===== src/rtl/synapse_receiver.sv =====
// Synapse receive end: turns presynaptic spike pulses into a decaying, saturating
// signed synaptic current. Define PULSE_CHECK_EN to qualify pulses by HOLD_TIME length.
module synapse_receiver #(
    parameter int WIDTH       = 32,
    parameter int N_IN        = 4,
    parameter int HOLD_TIME   = 8,
    parameter int DECAY_SHIFT = 4
) (
    input  logic                    clk,
    input  logic                    reset,
    input  logic [N_IN-1:0]         synin,
    input  logic [N_IN*WIDTH-1:0]   weights,
    output logic signed [WIDTH-1:0] I,
    output logic [N_IN-1:0]         event_o,
    output logic                    sat,
    output logic [N_IN-1:0]         pulse_err
);

    // Guard bits so N_IN full-scale weights plus the current can never wrap.
    localparam int SW = WIDTH + $clog2(N_IN) + 1;

    logic [N_IN-1:0]         r_s1;
    logic [N_IN-1:0]         r_s2;
    logic signed [WIDTH-1:0] r_i;
    logic [N_IN-1:0]         r_ev;
    logic                    r_sat;

    logic [N_IN-1:0]         w_ev;
    logic signed [WIDTH-1:0] w_d;
    logic signed [SW-1:0]    w_sum;
    logic                    w_ovf;
    logic signed [WIDTH-1:0] w_next;

    function automatic logic signed [SW-1:0] sext(input logic [WIDTH-1:0] v);
        return {{(SW-WIDTH){v[WIDTH-1]}}, v};
    endfunction

`ifdef PULSE_CHECK_EN
    localparam int HCW = $clog2(HOLD_TIME + 1);
    localparam logic [HCW-1:0] HOLD_C = HCW'(HOLD_TIME);

    logic [HCW-1:0]  r_hc [N_IN];
    logic [HCW-1:0]  w_hc_next [N_IN];
    logic [N_IN-1:0] r_err;
    logic [N_IN-1:0] w_err;

    // The event fires only on the cycle the high count first reaches HOLD_TIME.
    always_comb begin
        for (int k = 0; k < N_IN; k++) begin
            w_hc_next[k] = '0;
            if (r_s1[k] && !r_s2[k])
                w_hc_next[k] = HCW'(1);
            else if (r_s1[k])
                w_hc_next[k] = (r_hc[k] == HOLD_C) ? HOLD_C : r_hc[k] + HCW'(1);
            w_ev[k]  = (w_hc_next[k] == HOLD_C) && (r_hc[k] != HOLD_C);
            w_err[k] = !r_s1[k] && (r_hc[k] != '0) && (r_hc[k] < HOLD_C);
        end
    end

    always_ff @(posedge clk) begin
        if (reset) begin
            // NOTE: the counter array is cleared element by element so every
            // qualifier restarts cleanly; no state survives a reset.
            for (int k = 0; k < N_IN; k++) r_hc[k] <= '0;
            r_err <= '0;
        end else begin
            for (int k = 0; k < N_IN; k++) r_hc[k] <= w_hc_next[k];
            r_err <= w_err;
        end
    end

    assign pulse_err = r_err;
`else
    assign w_ev      = r_s1 & ~r_s2;
    assign pulse_err = '0;
`endif

    // Decay step is forced to +/-1 once the shift underflows, so I lands exactly on 0.
    always_comb begin
        w_d = r_i >>> DECAY_SHIFT;
        if (w_d == '0 && r_i != '0)
            w_d = r_i[WIDTH-1] ? '1 : {{(WIDTH-1){1'b0}}, 1'b1};

        w_sum = sext(r_i) - sext(w_d);
        for (int k = 0; k < N_IN; k++)
            if (w_ev[k]) w_sum = w_sum + sext(weights[k*WIDTH +: WIDTH]);

        w_ovf  = !((&w_sum[SW-1:WIDTH-1]) || !(|w_sum[SW-1:WIDTH-1]));
        w_next = w_sum[WIDTH-1:0];
        if (w_ovf)
            w_next = w_sum[SW-1] ? {1'b1, {(WIDTH-1){1'b0}}} : {1'b0, {(WIDTH-1){1'b1}}};
    end

    // NOTE: sequential state uses non-blocking assignments so every register
    // samples the pre-edge values; blocking here would chain s1 into s2.
    always_ff @(posedge clk) begin
        if (reset) begin
            r_s1  <= '0;
            r_s2  <= '0;
            r_i   <= '0;
            r_ev  <= '0;
            r_sat <= 1'b0;
        end else begin
            r_s1  <= synin;
            r_s2  <= r_s1;
            r_i   <= w_next;
            r_ev  <= w_ev;
            r_sat <= w_ovf;
        end
    end

    assign I       = r_i;
    assign event_o = r_ev;
    assign sat     = r_sat;

endmodule


===== config.mk =====
export PLATFORM = sky130hd
export DESIGN_NAME = synapse_receiver
export DESIGN_NICKNAME = d
export VERILOG_FILES = /design/src/rtl/synapse_receiver.sv
export SDC_FILE = /design/constraint.sdc
export NUM_CORES = 1
export LEC_CHECK = 0
export ABC_AREA = 1
export CORE_MARGIN = 5
export CORE_UTILIZATION = 55
export DETAILED_ROUTE_END_ITERATION = 10
export PLACE_DENSITY = 0.9
export SYNTH_ARGS = -nofsm -noshare
export SYNTH_HDL_FRONTEND = slang
export SYNTH_SLANG_ARGS = --single-unit

===== constraint.sdc =====
create_clock -name clk -period 10.5 [get_ports clk]
set_input_delay 1.575 -clock clk [delete_from_list [all_inputs] [get_ports clk]]
set_output_delay 1.575 -clock clk [all_outputs]
set_load 0.01 [all_outputs]

# After elaboration in Yosys (flattened, before gate mapping)
# Cells that the tools add are included.
# totals
reg_bits,45
output_inout_bits,41
inputBits,134
# classes
add_sub_neg,5
mux,8
reduce_logical,8
bitwise,2
# ops
operator,count
35-bit 2-to-1 mux,4
32-bit 2-to-1 mux,4
35-bit by 32-bit adder with 35-bit output,3
33-bit by 32-bit adder with 34-bit output,1
32-bit by 32-bit subtractor with 33-bit output,1
32-bit zero test,1
32-bit nonzero test,1
4-bit AND,1
4-bit NOT,1
4-bit AND reduction,1
4-bit OR reduction,1
1-bit zero test,2
1-bit logical AND,1
1-bit logical OR,1

# Depth between registers and ports, before layout
# Gate-level depths: netlist of run 1.
# depth
word_depth,16
ltp_mapped,75

# Least setup slack after synthesis of run 1
# Ideal clock, no wire load.
# synth_path
path_type,register to register
from,"reg r_i[31], in the netlist I[31]"
to,"reg r_i[0], in the netlist I[0]"
period_less_slack_ns,8.354
setup_time_ns,0.142
required_ns,10.358
path_stages_with_launch,69
arrival_time_ns,8.212
slack_ns,2.146
path_cell_list,dfxtp_1 inv_1 ha_1 nand2_1 nor3_1 nand4_1 nand2_1 ha_1 inv_1 fa_1 nand2_1 nand2_1 o21ai_2 inv_2 nand2_1 nand2_2 nand2_2 nand2_2 [33 not listed] inv_1 ha_1 inv_1 nor3_1 nand2_1 nor4_2 nand3_1 nand3_1 nor2_1 nor2_2 inv_1 nand3_2 nand2_1 nand2_2 nand2_4 buf_8 nand3_1 a21oi_2
# synth_between
elab_chain_len,16
# synth_lines
item,line,rtl
start: declaration,24,logic signed [WIDTH-1:0] r_i;
start signal: assignment,106,r_i <= w_next;
32-bit zero test or 32-bit nonzero test (tied branches),81,if (w_d == '0 && r_i != '0)
1-bit logical AND,81,
32-bit 2-to-1 mux,81,
32-bit by 32-bit subtractor with 33-bit output *,84,w_sum = sext(r_i) - sext(w_d);
33-bit by 32-bit adder with 34-bit output,86,if (w_ev[k]) w_sum = w_sum + sext(weights[k*WIDTH +: WIDTH]);
35-bit 2-to-1 mux *,86,
35-bit by 32-bit adder with 35-bit output,86,
35-bit 2-to-1 mux *,86,
35-bit by 32-bit adder with 35-bit output,86,
35-bit 2-to-1 mux *,86,
35-bit by 32-bit adder with 35-bit output,86,
35-bit 2-to-1 mux *,86,
4-bit OR reduction,88,w_ovf = !((&w_sum[SW-1:WIDTH-1]) || !(|w_sum[SW-1:WIDTH-1]));
1-bit zero test,88,
1-bit logical OR,88,
32-bit 2-to-1 mux *,90,if (w_ovf)
# Mark *: on every way between the ends. The rest lies on a longest branch, timed or not.
# A chain may end at the register's enable or synchronous reset.

# Worst setup path in the final report of run 1
# layout_path
from,"reg r_i[0], in the netlist I[0]"
to,"reg r_i[25], in the netlist I[25]"
# layout_between
elab_chain_len,16
# layout_lines
item,line
32-bit nonzero test,81
1-bit logical AND,81
32-bit 2-to-1 mux,81
32-bit by 32-bit subtractor with 33-bit output *,84
33-bit by 32-bit adder with 34-bit output,86
35-bit 2-to-1 mux *,86
35-bit by 32-bit adder with 35-bit output,86
35-bit 2-to-1 mux *,86
35-bit by 32-bit adder with 35-bit output,86
35-bit 2-to-1 mux *,86
35-bit by 32-bit adder with 35-bit output,86
35-bit 2-to-1 mux *,86
4-bit OR reduction,88
1-bit zero test,88
1-bit logical OR,88
32-bit 2-to-1 mux *,90
# Marked as above.

==> results.json, run 1 <==
{
  "crit_family": "simple AND/OR/NAND/NOR gates",
  "cts_tree": "built",
  "slowest_stage": "nor4_1",
  "drtAntennaViolNets": 0,
  "fin_cells": 2928,
  "viasPerCell": 6.06,
  "status": "complete, no violations",
  "synth_mux_area_frac": 0,
  "cp-startpoint": "I[0]",
  "slew_violations": 0,
  "synth_edf_count": 0,
  "cp_slowest_stage_delay_ns": 0.43,
  "synth.area.top_cells": "nand2_1 (19%), ha_1 (16%), inv_1 (7.5%)",
  "synth_simple_gate_area_frac": 0.406,
  "worst_slew_pin_slew_ns": 1.11,
  "critPathCapture": "I[25]",
  "htreeDepth": 2,
  "via_count": 17700,
  "synth_xor_area_frac": 0.0629,
  "crit_top_cell": "nand2_1",
  "antenna_found_initial": 0,
  "ys.flop_type": "dfxtp_1",
  "ctsHoldBuffers": 0,
  "period_share": 0.952,
  "hpwlAfterDp_um": 48400,
  "area_growth_pct": 20.4,
  "synthAdderAreaFrac": 0.166,
  "port_buffers": 170,
  "ys_seq_area_frac": 0.0647,
  "max_cap_viol_count": 0,
  "yosysTopAreaCellShare": 0.188,
  "dpl.cell_count": 2910,
  "grt-ovfl-total": 0,
  "maxSlewHeadroom": 0.257,
  "hp-start": "r_s1[2]",
  "avgRoutedWirePerCell_um": 19.8,
  "syn_inst": 2434,
  "synth_compound_area_frac": 0.202,
  "r2r-end": "I[25]",
  "grt_pass1_wl_um": 86100,
  "synth_top_family_by_area": "simple AND/OR/NAND/NOR gates",
  "finalCriticalPeriod_ns": 10.0,
  "fp.dieH_um": 169,
  "startpoint_type": "register",
  "fmax_ghz": 0.100,
  "crit_cells": 62,
  "drt_iter0_drc": 2334,
  "cts_buffer_depth": 2,
  "grt_max_degree": 56,
  "drc_errors": 0,
  "async_flop_share": 0,
  "wirelength_um": 57900,
  "r2r_cells": 62,
  "first_pass_iters": 7,
  "synth_area_um2": 13900,
  "io_pins": 175,
  "num_antenna_cells": 0,
  "fp.coreArea_um2": 25000,
  "initial_core_util": 0.556,
  "final_hold_viol_count": 0,
  "num-fill-cells": 2373,
  "rows": 58,
  "syn_area_per_cell_um2": 5.72,
  "cts-root-buf": "clkbuf_16",
  "end_kind": "register",
  "synth.distinct_cells": 55,
  "track_usage": 0.374,
  "setup_violations": 0,
  "ys_ff_latch": 45,
  "clock_skew_ns": 0.00783,
  "setup_tns_ns": 0,
  "nets": 2913,
  "hp-class": "reg -> reg",
  "drive_gt1_frac": 0.104,
  "gp_congestion": 1.08,
  "clk_pin_slew_ns": 0.06,
  "cts_buffers": 5,
  "critPathArrivalTime_ns": 10.18,
  "yosys_warnings": 0,
  "crit_fanout": 32,
  "numClockSinks": 45,
  "fp.dieArea_um2": 28600,
  "cp.required_ns": 10.68,
  "worstReg2RegStart": "I[0]",
  "yosys.area.top_type": "nand2_1",
  "path_buf_inv": 8,
  "grt_pass1_vias": 16400,
  "ff2ff_setup_slack_ns": 0.50,
  "criticalPathCategory": "reg -> reg",
  "insertion_delay_ns": 0.29,
  "die_w_um": 169
}
[registers in the layout, indices dropped and copies added, names as in the netlist]
register,count
I,32
event_o,4
r_s2,4
r_s1,4
sat,1
[repair_timing]
| action | in CTS | in global routing |
|---|---|---|
| buffers inserted | 0 | 9 |
| gates cloned | 0 | 1 |
| pin swaps | 0 | 18 |
| resized for setup | 1 | 138 |
| setup endpoints to repair | 2 | 33 |
[cell usage in the layout, fill, tap and decap left out, types with 13 or more instances in the layout]
cell type        count
a21o_1              23
a21oi_1            178
a21oi_2             52
a31oi_1             13
and2_1              18
buf_4               24
clkdlybuf4s50_1    169
dfxtp_1             44
ha_1               157
inv_1              276
nand2_1            680
nand2_2             42
nand3_1            193
nand3_2             32
nand4_1             22
nor2_1             209
nor2_2              19
nor3_1              24
o21ai_0            114
o21ai_1             30
o21bai_1            16
xnor2_1             45
xor2_1              50
[how the worst min path moves through the flow]
stage | end | depth (start not counted)
after detailed placement | r_s2[3] | 2
final | r_s2[2] | 2
after CTS | r_s2[3] | 2
after global placement | r_s2[3] | 2
after floorplan | r_s2[0] | 2
after global routing | r_s2[3] | 2
[cells in the mapped netlist, types with 4 or more instances]
master    count
nand3_1     197
a31oi_1      15
nand2_2      29
xnor2_1      46
o21a_1       10
o21ai_1      18
dfxtp_1      45
a21o_1       23
a211oi_1      6
o21ai_0     131
xor2_1       54
nand3_2      29
inv_2        10
nor4_1       12
nor2_2       11
or2_2        12
buf_1        10
a21oi_1     197
inv_1       277
and2_1       21
nor2_1      222
fa_1          5
clkbuf_1     17
buf_4         6
nand4_1      22
o21bai_1     17
a21oi_2      33
nor3_1       27
nand2_1     695
o211ai_1     10
nand3b_1      4
a21boi_0      7
ha_1        177
buf_6         6
[area by class of cell]
| cell class | instances | area, um2 | share of cell area |
|---|---|---|---|
| Clock inverter | 3 | 68.8 | 0.00411 |
| Clock buffer | 5 | 125 | 0.00747 |
| Tap cell | 330 | 413 | 0.0247 |
| Inverter | 288 | 1080 | 0.0646 |
| Multi-Input combinational cell | 2060 | 12200 | 0.730 |
| Timing Repair Buffer | 197 | 1930 | 0.115 |
| Sequential cell | 45 | 902 | 0.0539 |
[cell families (layout without fill, tap and decap cells)]
family / after synthesis / after routing
adder cells (fa/ha/maj): 182 / 182
other: 1 / 4
flip-flops: 45 / 45
buffers and inverters: 332 / 493
AND/OR/NAND/NOR: 1291 / 1291
AO/OA/AOI/OAI: 483 / 483
XOR/XNOR: 100 / 100
[stage by stage]
| stage | util | hold slack (ns) | setup WS [ns] | area (um2) |
|---|---|---|---|---|
| 5_1_grt | 0.669 | 0.459 | -0.147 | 16700 |
| 3_5_place_dp | 0.635 | 0.436 | 0.0574 | 15900 |
| 4_1_cts | 0.643 | 0.447 | 0.103 | 16100 |
| 6_report | 0.669 | 0.451 | 0.500 | 16700 |
| 2_1_floorplan | - | 0.411 | 2.15 | 13900 |
| 3_3_place_gp | 0.635 | 0.430 | 0.275 | 15900 |
[routing by layer]
layer / GRT usage / wire length [um]
met5: 0 / 0
met2: 0.636 / 26600
met4: 0.176 / 3400
met3: 0.0371 / 5390
met1: 0.475 / 22600
[worst min-delay path, delay by kind of cell, from the launching register on]
| family | cells | cell delay [ns] |
|---|---|---|
| and+or+nand+nor | 1 | 0.04 |
| buffers and inverters | 1 | 0.06 |
| DFF | 1 | 0.31 |
Power of run 1 is not shown: default switching activity piles up to over one toggle a cycle in this logic, so the estimate is an artifact.
==> inputs of run 2 (changes only) <==
--- a/config.mk
+++ b/config.mk
@@ -6,6 +6,7 @@
 export NUM_CORES = 1
 export LEC_CHECK = 0
 export ABC_AREA = 1
+export CORE_ASPECT_RATIO = 0.8
 export CORE_MARGIN = 5
 export CORE_UTILIZATION = 55
 export DETAILED_ROUTE_END_ITERATION = 10
==> run 2 against run 1 <==
Core utilization fell by 0.59 points. Register-to-register slack got worse by 0.15 ns. Critical path depth fell by 7. Count of clock-buffer cells in the layout rose by 1. Via count fell by 0.79%. Cell count rose by 0.20%. Design area fell by 0.58%. Wire length fell by 0.64%. Clock skew fell by 0.0019 ns. First-iteration DRC count fell by 4.0%. Die area barely moved.
==> results.json, run 2 (synthesis results as in run 1) <==
{
  "status": "complete, no violations",
  "track_usage": 0.373,
  "fp.dieArea_um2": 28600,
  "crit_top_cell": "nand2_1",
  "fp.coreArea_um2": 25100,
  "gp_congestion": 1.09,
  "crit_family": "compound AO/OA/AOI/OAI gates",
  "drt_iter0_drc": 2241,
  "slew_violations": 0,
  "port_buffers": 170,
  "clock_skew_ns": 0.00593,
  "maxSlewHeadroom": 0.276,
  "htreeDepth": 2,
  "fp.dieH_um": 152,
  "clk_pin_slew_ns": 0.06,
  "final_hold_viol_count": 0,
  "drc_errors": 0,
  "die_w_um": 188,
  "antenna_found_initial": 0,
  "area_growth_pct": 19.7,
  "dp_slack_ns": 0.420,
  "hpwlAfterDp_um": 49300,
  "num_antenna_cells": 0,
  "slowest_stage": "o21ai_0",
  "grt_max_degree": 56,
  "hp-class": "reg -> reg",
  "multi_input_area_um2": 12000,
  "grt_pass1_wl_um": 86200,
  "cts_tree": "built",
  "end_kind": "register",
  "crit_fanout": 9,
  "via_count": 17600,
  "finalCriticalPeriod_ns": 10.15,
  "fmax_ghz": 0.0985,
  "regArea_um2": 901,
  "cts_buffer_depth": 2,
  "numClockSinks": 45,
  "worst_slew_pin_slew_ns": 1.09,
  "num-fill-cells": 2382,
  "rows": 52,
  "wirelength_um": 57600,
  "fin_ws_ns": 0.348,
  "io_pins": 175,
  "setup_tns_ns": 0,
  "max_cap_viol_count": 0,
  "period_share": 0.967,
  "dpl.cell_count": 2921,
  "cp_slowest_stage_delay_ns": 0.58,
  "cts_buffers": 5,
  "first_pass_iters": 7,
  "cp.required_ns": 10.69,
  "cts-root-buf": "clkbuf_16",
  "drtAntennaViolNets": 0,
  "avgRoutedWirePerCell_um": 19.6,
  "grt_pass1_vias": 16000,
  "viasPerCell": 6.00,
  "drive_gt1_frac": 0.0969,
  "nets": 2925,
  "startpoint_type": "register",
  "largest_register_ff_count": 32,
  "initial_core_util": 0.554,
  "grt-ovfl-total": 0,
  "path_buf_inv": 7,
  "insertion_delay_ns": 0.28,
  "layout_common_cells": "nand2_1 (688), inv_1 (276), nor2_1 (211)",
  "criticalPathCategory": "reg -> reg",
  "final_common_cell": "nand2_1",
  "fin_cells": 2934,
  "critPathArrivalTime_ns": 10.35,
  "setup_violations": 0
}
## run 2: cell count changes in the layout (fill, tap and decap cells not counted), moves of 5 or more
cell	previous run	this run
buf_4	24	33
nand2_1	680	688
a21oi_2	52	45
ha_4	12	5
a21oi_1	178	184
nand2_2	42	36
ha_1	157	162
## run 2: final timing paths
check          start       to  slack (ns)  cells past startpoint
min reg2reg  r_s1[3]  r_s2[3]        0.43                      2
min          r_s1[3]  r_s2[3]        0.43                      2
max reg2reg    I[18]    I[10]        0.35                     55
max            I[18]    I[10]        0.35                     55
## run 2: timing repair
action / in CTS / in global routing
endpoints found under the hold margin: 0 / 0
endpoints found under the setup margin: 0 / 33
buffers inserted: 0 / 4
hold buffers: 0 / 0
resized for setup: 0 / 95
## run 2: tightest hold or removal path: stages (launching register included)
cell and delay, ns:
dfxtp_1 0.30, inv_1 0.06, nor2_1 0.04
## run 2: layout make-up
class,count,share of cell area
Sequential cell,45,0.0541
Inverter,288,0.0649
Clock buffer,6,0.00774
Timing Repair Buffer,209,0.124
Multi-Input combinational cell,2060,0.723
Clock inverter,2,0.00233
Tap cell,324,0.0243
## run 2: metal layers
metal / GRT usage / vias to the layer above / routed length (um)
li1: - / 8413 / -
met1: 0.502 / 7959 / 23800
met2: 0.579 / 1091 / 24200
met3: 0.0891 / 142 / 6700
met4: 0.143 / 0 / 2860
met5: 0 / - / 0
## run 2: per-stage QoR
step                       util  hold WS [ns]  area [um2]
after floorplan               -         0.411       13900
after global placement    0.639         0.418       16100
after detailed placement  0.639         0.432       16100
after CTS                 0.646         0.434       16200
after global routing      0.663         0.472       16600
final                     0.663         0.433       16600
Power of run 2 is left out for the same reason.
